[src/rtl/spi_pkg.sv]
// Shared definitions for the SPI arbiter: FSM states, read fill byte and
// the opcodes that switch the flash into dual/quad I/O.
package spi_pkg;

  typedef enum logic [2:0] {
    StIdle,
    StSetup,
    StStart,
    StWait,
    StHold,
    StGap
  } state_e;

  // Byte shifted out on a read so SDO idles high.
  localparam logic [7:0] READ_FILL = 8'hFF;

  // Opcodes that would make the flash drive its IO pins, including SDI,
  // against the FPGA. They are rejected when written as an opcode.
  localparam int unsigned NUM_FORBIDDEN = 8;
  localparam logic [NUM_FORBIDDEN-1:0][7:0] FORBIDDEN_OPS = {
    8'h3B, 8'h6B, 8'hEB, 8'hBB, 8'h77, 8'h32, 8'h92, 8'h94
  };

endpackage

[src/rtl/spi_opcode_filter.sv]
// Combinational check of an outgoing opcode against the forbidden list.
module spi_opcode_filter
  import spi_pkg::*;
(
  input  logic [7:0] opcode,
  input  logic       wr,
  output logic       forbidden
);

  // Reads never put an opcode on the wire, so only writes can be forbidden.
  always_comb begin
    forbidden = 1'b0;
    for (int unsigned i = 0; i < NUM_FORBIDDEN; i++) begin
      if (wr && (opcode == FORBIDDEN_OPS[i])) begin
        forbidden = 1'b1;
      end
    end
  end

endmodule

[src/rtl/spi_arbiter.sv]
// Two-requester arbiter in front of the shared SPI byte engine and flash
// chip-select. Supports locked multi-byte transactions and blocks I/O-mode
// opcodes.
module spi_arbiter
  import spi_pkg::*;
#(
  parameter int unsigned SS_GAP_CYCLES = 4,
  parameter int unsigned HOLD_TIMEOUT  = 1024
) (
  input  logic       i_clk,
  input  logic       i_rst_n,
  input  logic [1:0] i_req,
  input  logic [1:0] i_lock,
  input  logic [1:0] i_wr,
  input  logic [7:0] i_tx0,
  input  logic [7:0] i_tx1,
  output logic [1:0] o_gnt,
  output logic [1:0] o_done,
  output logic [1:0] o_reject,
  output logic [7:0] o_rx,
  output logic       o_busy,
  output logic       o_eng_start,
  output logic [7:0] o_eng_tx,
  input  logic       i_eng_done,
  input  logic [7:0] i_eng_rx,
  output logic       o_ss_n
);

  localparam logic [7:0]  GAP_LAST  = 8'(SS_GAP_CYCLES - 1);
  localparam logic [31:0] HOLD_LAST = 32'(HOLD_TIMEOUT - 1);

  state_e      state_q, state_d;
  logic        owner_q, owner_d;
  logic        rr_q, rr_d;        // requester preferred on a tie
  logic [7:0]  tx_q, tx_d;
  logic [7:0]  rx_q, rx_d;
  logic [1:0]  done_q, done_d;
  logic [1:0]  reject_q, reject_d;
  logic [7:0]  gap_q, gap_d;
  logic [31:0] idle_q, idle_d;

  logic        sel_wr;
  logic [7:0]  sel_tx;
  logic [7:0]  fill_tx;
  logic [1:0]  owner_mask;
  logic        forbidden;
  logic        active;

  assign sel_wr     = i_wr[owner_q];
  assign sel_tx     = owner_q ? i_tx1 : i_tx0;
  assign fill_tx    = sel_wr ? sel_tx : READ_FILL;
  assign owner_mask = owner_q ? 2'b10 : 2'b01;

  spi_opcode_filter u_filter (
    .opcode    (sel_tx),
    .wr        (sel_wr),
    .forbidden (forbidden)
  );

  // State and datapath registers.
  always_ff @(posedge i_clk or negedge i_rst_n) begin
    if (!i_rst_n) begin
      state_q  <= StIdle;
      owner_q  <= 1'b0;
      rr_q     <= 1'b0;
      tx_q     <= 8'h00;
      rx_q     <= 8'h00;
      done_q   <= 2'b00;
      reject_q <= 2'b00;
      gap_q    <= 8'h00;
      idle_q   <= 32'd0;
    end else begin
      state_q  <= state_d;
      owner_q  <= owner_d;
      rr_q     <= rr_d;
      tx_q     <= tx_d;
      rx_q     <= rx_d;
      done_q   <= done_d;
      reject_q <= reject_d;
      gap_q    <= gap_d;
      idle_q   <= idle_d;
    end
  end

  // Next-state logic: arbitration, byte sequencing, hold and gap timing.
  always_comb begin
    state_d  = state_q;
    owner_d  = owner_q;
    rr_d     = rr_q;
    tx_d     = tx_q;
    rx_d     = rx_q;
    done_d   = 2'b00;
    reject_d = 2'b00;
    gap_d    = gap_q;
    idle_d   = idle_q;
    unique case (state_q)
      StIdle: begin
        if (|i_req) begin
          owner_d = (i_req == 2'b11) ? rr_q : i_req[1];
          state_d = StSetup;
        end
      end
      StSetup: begin
        tx_d = fill_tx;
        if (forbidden) begin
          done_d   = owner_mask;
          reject_d = owner_mask;
          gap_d    = 8'h00;
          state_d  = StGap;
        end else begin
          state_d = StStart;
        end
      end
      StStart: state_d = StWait;
      StWait: begin
        if (i_eng_done) begin
          rx_d    = i_eng_rx;
          done_d  = owner_mask;
          idle_d  = 32'd0;
          gap_d   = 8'h00;
          state_d = i_lock[owner_q] ? StHold : StGap;
        end
      end
      StHold: begin
        idle_d = idle_q + 32'd1;
        // done_q set means this is the o_done cycle: request/lock not yet valid.
        if (!(|done_q) && i_req[owner_q]) begin
          tx_d    = fill_tx;
          idle_d  = 32'd0;
          state_d = StStart;
        end else if (!(|done_q) && !i_lock[owner_q]) begin
          gap_d   = 8'h00;
          state_d = StGap;
        end else if ((HOLD_TIMEOUT != 0) && (idle_q == HOLD_LAST)) begin
          gap_d   = 8'h00;
          state_d = StGap;
        end
      end
      StGap: begin
        if (gap_q == GAP_LAST) begin
          rr_d    = ~owner_q;
          state_d = StIdle;
        end else begin
          gap_d = gap_q + 8'h01;
        end
      end
      default: state_d = StIdle;
    endcase
  end

  // Outputs decoded from the current state; reset forces chip-select high at once.
  always_comb begin
    active      = (state_q == StSetup) || (state_q == StStart) ||
                  (state_q == StWait)  || (state_q == StHold);
    o_gnt       = active ? owner_mask : 2'b00;
    o_ss_n      = ~active;
    o_busy      = (state_q != StIdle);
    o_eng_start = (state_q == StStart);
    o_eng_tx    = tx_q;
    o_done      = done_q;
    o_reject    = reject_q;
    o_rx        = rx_q;
  end

endmodule

[config.mk]
export PLATFORM = sky130hd
export DESIGN_NAME = spi_arbiter
export DESIGN_NICKNAME = d
export VERILOG_FILES = /design/src/rtl/spi_pkg.sv /design/src/rtl/spi_opcode_filter.sv /design/src/rtl/spi_arbiter.sv
export SDC_FILE = /design/constraint.sdc
export NUM_CORES = 1
export LEC_CHECK = 0
export BUFFER_PORTS_ARGS = -buffer_cell sky130_fd_sc_hd__buf_2
export CELL_PAD_IN_SITES_DETAIL_PLACEMENT = 1
export CELL_PAD_IN_SITES_GLOBAL_PLACEMENT = 2
export CORE_UTILIZATION = 35
export CTS_CLUSTER_SIZE = 24
export DETAILED_ROUTE_END_ITERATION = 8
export GPL_TIMING_DRIVEN = 0
export MAX_ROUTING_LAYER = met4
export PLACE_DENSITY = 0.9
export SLEW_MARGIN = 20
export SYNTH_ARGS = -nofsm -noshare
export SYNTH_HDL_FRONTEND = slang
export SYNTH_HIERARCHICAL = 1
export SYNTH_SLANG_ARGS = --single-unit
[constraint.sdc]
create_clock -name i_clk -period 4.1 [get_ports i_clk]
set_input_delay 0.615 -clock i_clk [delete_from_list [all_inputs] [get_ports i_clk]]
set_output_delay 0.615 -clock i_clk [all_outputs]
set_load 0.01 [all_outputs]
# Yosys cells after proc, flatten, opt, wreduce, memory -nomap -nowiden
# Cells that the tools add are included.
dict set report word_totals {
  regBits 65
  elab_cells 112
  in_bits 33
  out_inout_bits 25
}
dict set report op_classes {
  n_lt_le_gt_ge 1
  muxes 44
  addsub 2
  n_eq_ne 25
  reduce_logical 29
  n_bitwise 2
}
# operator n
set ops {}
lappend ops {{$mux W8} 9}
lappend ops {{$mux W32} 2}
lappend ops {{$pmux W32 S2} 1}
lappend ops {{$add A32 B1 Y32 const B} 1}
lappend ops {{$eq A32 B10 Y1 const B} 1}
lappend ops {{$eq A8 B8 Y1 const B} 4}
lappend ops {{$pmux W8 S4} 1}
lappend ops {{$mux W3} 7}
lappend ops {{$pmux W3 S6} 1}
lappend ops {{$eq A8 B6 Y1 const B} 2}
lappend ops {{$eq A8 B7 Y1 const B} 2}
lappend ops {{$mux W1} 16}
lappend ops {{$pmux W8 S2} 1}
lappend ops {{$ne A2 B2 Y1 const B} 7}
lappend ops {{$logic_and A1 B1 Y1} 10}
lappend ops {{$mux W2} 5}
lappend ops {{$reduce_and A2 Y1} 5}
lappend ops {{$add A8 B1 Y8 const B} 1}
lappend ops {{$eq A8 B2 Y1 const B} 1}
lappend ops {{$eq A3 B2 Y1 const B} 2}
lappend ops {{$eq A3 B3 Y1 const B} 2}
lappend ops {{$reduce_and A6 Y1} 1}
lappend ops {{$ne A4 B4 Y1 const B} 1}
lappend ops {{$pmux W2 S2} 1}
lappend ops {{13 further kinds} 19}

# Logic depth before layout (Yosys ltp)
dict set report depth {
  word_depth 13
  depth_mapped 12
}

# By module
# The synthesis kept the hierarchy.
# module area_per_inst_um2 cells_per_inst instances seq_area_each_um2
set modules_own_cells {}
lappend modules_own_cells {spi_arbiter 3550.9 385 1 1626.6}
lappend modules_own_cells {spi_opcode_filter 110.1 15 1 0.0}

# Worst setup path before layout
# No wires, ideal clock.
dict set report synth_path {
  kind {register -> register}
  start {register owner_q}
  end {register gap_q[4]}
  period_less_slack_ps 2904
  path_stages_with_launch 13
  setup_slack_ps 1196
  arrival_ps 2785
  setup_time_ps 119
  cell_sequence {dfrtp_1 > buf_2 > buf_1 > mux2_2 > or4b_1 > nor3_1 > a31oi_1 > o22ai_1 > nor2_1 > nor2_1 > o22ai_1 > a22o_1 > o21ba_1}
}
dict set report synth_via {
  elab_chain_cells 13
  word_cells_on_any_way 41
  classes_between {eq/ne (11); mux (18); reduce/logical (12)}
}
# item line_no
set synth_lines {}
lappend synth_lines {{from (decl)} spi_arbiter.sv:33} ;# logic owner_q, owner_d;
lappend synth_lines {{from (signal assigned)} spi_arbiter.sv:74} ;# owner_q <= owner_d;
lappend synth_lines {{$mux W8 (*)} spi_arbiter.sv:50} ;# assign sel_tx = owner_q ? i_tx1 : i_tx0;
lappend synth_lines {{via sel_tx[5]} spi_arbiter.sv:43} ;# logic [7:0] sel_tx;
lappend synth_lines {{$eq A8 B8 Y1} spi_opcode_filter.sv:14} ;# if (wr && (opcode == FORBIDDEN_OPS[i])) begin
lappend synth_lines {{$logic_and A1 B1 Y1} spi_opcode_filter.sv:14}
lappend synth_lines {{$mux W1 (7 in a row)} spi_opcode_filter.sv:14}
lappend synth_lines {{$mux W1 (*)} spi_opcode_filter.sv:14}
lappend synth_lines {{via forbidden} spi_arbiter.sv:46} ;# logic forbidden;
lappend synth_lines {{$ne A2 B2 Y1 (no line) (*)} n/a}
lappend synth_lines {{$reduce_and A6 Y1 (no line) (*)} n/a}
lappend synth_lines {{to (signal assigned)} spi_arbiter.sv:80} ;# gap_q <= gap_d;
lappend synth_lines {{to (decl)} spi_arbiter.sv:39} ;# logic [7:0] gap_q, gap_d;
# Mark *: on every way through the listed nets, which the timed path passes. The rest lies on a longest branch. The select of a mux whose other input is x is not followed.
# A chain may end at the register's enable or synchronous reset.

# Worst setup path after layout
dict set report layout_path {
  start {register owner_q}
  end {register gap_q[5]}
}
# The elaborated chain is that of the path after synthesis.

==> results by group <==
Placement
  • Post-Place Cell Area: between 4000 and 5000 µm²
  • GPL Wtd Cong: 0.818
  • Post-DP HPWL: 7610 µm
  • I/O Buffers: 57

Outcome
  • Status: completed

STA
  • Clock skew: between 0.01 and 0.015 ns
  • Final min period: 3.46 ns
  • Setup TNS: 0 ns
  • RSZ-0062 raised after global routing: false
  • Fin. Hold Viols: 0
  • Worst-margin pin slew: slightly below 0.7 ns
  • Pins Over Slew Limit: 0
  • # setup viols final: 0
  • Final worst path period share: roughly 84%
  • F_max: between 200 and 300 MHz
  • Slew Limit Headroom: 53.7%

Routing
  • Vias: 3,433
  • DRT met1 WL: 5040 µm
  • Avg WL per Cell: 17.4 µm
  • Met2 wire len: 5210 µm
  • Top Layer Used: met4
  • Routed wl met3: 257 µm
  • Remaining DRCs: 0
  • Vias/cell: 5.66
  • Initial DRC count: 124
  • Antenna Nets Post-Route: 0
  • DRT Pass-1 Iters: 4
  • Post-Route WL: about 11,000 µm

Yosys
  • Area share of the largest cell type after synthesis: 44.4%
  • Syn Nets: ~440
  • Post-synth EDFFs: 0
  • Syn. warnings: 6
  • Top cells by count, synth: 65 x dfrtp_1, 36 x nor2_1, 34 x o21ai_1
  • Synth area leader: dfrtp_1
  • Synth async-reset ratio: 100%
  • #FFs+latches synth: 65
  • Synthesized area: 3660 µm²
  • Synth Instances: 400
  • Sequential area share after synthesis: 44.4%
  • Ranking of synthesized cells by area: dfrtp_1 44%, mux2_2 5.2%, o21ai_1 4.6%
  • Mean Syn Cell Area: between 9 and 10 µm²
  • Library cells used by synthesis: between 50 and 60
  • Ys flop type: dfrtp_1
  • Most frequent cell after synthesis: dfrtp_1

Cells and area
  • Design area: 4380 µm²
  • Layout cell share with drive strength beyond 1: 24.5%
  • Storage cell area: about 1600 µm²
  • Layout net count: 504
  • N_diodes: 0
  • Fillers: 1,184
  • Area delta synth->final: 19.6%
  • Multi-input combinational cell area: roughly 1900 µm²

Setup path
  • CP Max Fanout: 10
  • CP Capture Type: register
  • CP Data Required Time: 4.32 ns
  • Worst Path Arrival: 3.68 ns
  • Crit-path cells: buf_2 -> buf_1 -> mux2_2 -> or4b_1 -> nor3_1 -> a31oi_1 -> o22ai_1 -> nor2_1 -> nor2_1 -> o22ai_1 -> a22oi_2 -> a31oi_1
  • Startpoint Class: register
  • Critical setup path kind: reg2reg
  • CP peak stage delay: 0.49 ns
  • Slowest CP cell: or4b_1

Clock network
  • Post-CTS Setup Inserts: 0
  • Clk sinks: 65
  • Inserted Clock Buffers: 9
  • CTS tree: built
  • Cts hold-fix bufs: 0
  • Root Buffer: clkbuf_8
  • # resized after CTS: 0
  • CTS H-tree lvls: 3
  • Clock Latency Late Sink: 0.35 ns
  • Deepest clock path buffer count: 2
  • Clock-pin slew on the worst setup and hold paths: 0.08 ns

GRT
  • Total grt overflow: 0
  • Tot GR Track Use: 21.2%
  • Vias in the first global route: roughly 3.6k
  • Pin count of the biggest net entering global routing: 38
  • Initial antenna violation count: 0
  • First-pass GRT wire length: 18,000 µm

Floorplan
  • Die X: 104 µm
  • Row Count: 36
  • Starting Density: a little under two fifths
  • Die Area: 10,900 µm²
  • Die H: 104 µm
  • Top Ports: 58
  • Core Area: 9950 µm²

Power
  • Clock Power Share: between 20 and 30%
  • Pleak: 1.91 nW
  • Switch Pwr: 0.000944 W
  • Worst VDD drop: 203 µV
  • Power Total: about 0.0025 W
  • Sequential power share: 34.2%
  • Pwr Density: 570 nW/µm²
  • Comb pwr share: between 30% and 40%
  • Internal power: 0.00155 W
  • Switch share: a little under two fifths

Min path
  • Min-Delay Path Class: in2async

Flow run
  • Max-cap violation count: 0
==> final timing paths <==
kind / start / endpoint / slack (ns) / cells past startpoint
max in group asynchronous: i_rst_n / idle_q[12] / 3.36 / 2
worst max register to register: owner_q / gap_q[5] / 0.64 / 12
worst max-delay path: owner_q / gap_q[5] / 0.64 / 12
worst min-delay path: i_rst_n / rr_q / 0.19 / 1
min in group i_clk: i_eng_rx[6] / o_rx[6] / 0.50 / 2
worst min register to register: idle_q[14] / idle_q[14] / 0.50 / 1
==> power by group through the flow <==
stage               sequential (W)  clock [W]  combinational, W
floorplan                 0.000884          0          0.000622
global placement          0.000858          0          0.000943
detailed placement        0.000866          0          0.000978
CTS                       0.000854   0.000683          0.000981
global route              0.000872   0.000714           0.00108
finish                    0.000853   0.000670          0.000974
==> cell type report <==
| cell class | instances | share of cell area [%] |
|---|---|---|
| Sequential cell | 65 | 37.2 |
| Inverter | 7 | 0.600 |
| Timing Repair Buffer | 58 | 7.03 |
| Multi-Input combinational cell | 304 | 43.4 |
| Tap cell | 133 | 3.80 |
| Clock buffer | 9 | 2.83 |
| Buffer | 24 | 2.52 |
| Clock inverter | 7 | 2.72 |
==> metrics by stage <==
stage	instances	utilization [%]	setup WS [ns]	hold slack, ns
6_report	607	44.0	0.637	0.190
5_1_grt	607	44.0	0.433	0.189
4_1_cts	607	44.0	0.671	0.193
3_5_place_dp	591	41.5	0.740	0.491
3_3_place_gp	590	41.3	0.830	0.480
2_1_floorplan	400	-	1.20	0.319
==> layer usage <==
metal / vias up / GRT usage [%]
met5: - / -
li1: 1644 / -
met3: 6 / 3.88
met2: 45 / 34.7
met4: 0 / 5.51
met1: 1738 / 26.9
==> registers in the layout, indices dropped and copies added, names as in the netlist <==
register,cells
owner_q,1
gap_q,8
o_reject,2
idle_q,32
o_rx,8
state_q,3
o_done,2
o_eng_tx,8
rr_q,1
==> cells in the final DEF (no fill, tap or decap), types with 15 or more instances in the layout <==
cell	instances
nand3_1	21
nand2_1	23
a21oi_1	28
o21ai_0	16
o21ai_1	34
buf_2	69
a31oi_1	15
mux2_2	17
dfrtp_1	65
nor2_1	36
==> cells by family (layout without fill, tap and decap cells) <==
family	after synthesis	after routing	share of synthesized area, %
compound gates	132	132	22.1
xor+xnor	1	1	0.239
fa+ha+maj	2	2	0.683
buf+inv	31	105	3.73
flops	65	65	44.4
mux	21	21	6.46
simple gates	148	148	22.4
==> worst max-delay path, delay by kind of cell (launching register included) <==
kind            cells  cell delay, ns
buf+inv             2            0.65
simple gates        4            0.86
mux                 1            0.45
flops               1            0.32
compound gates      5            1.04
(Power assumes the default switching activity.)
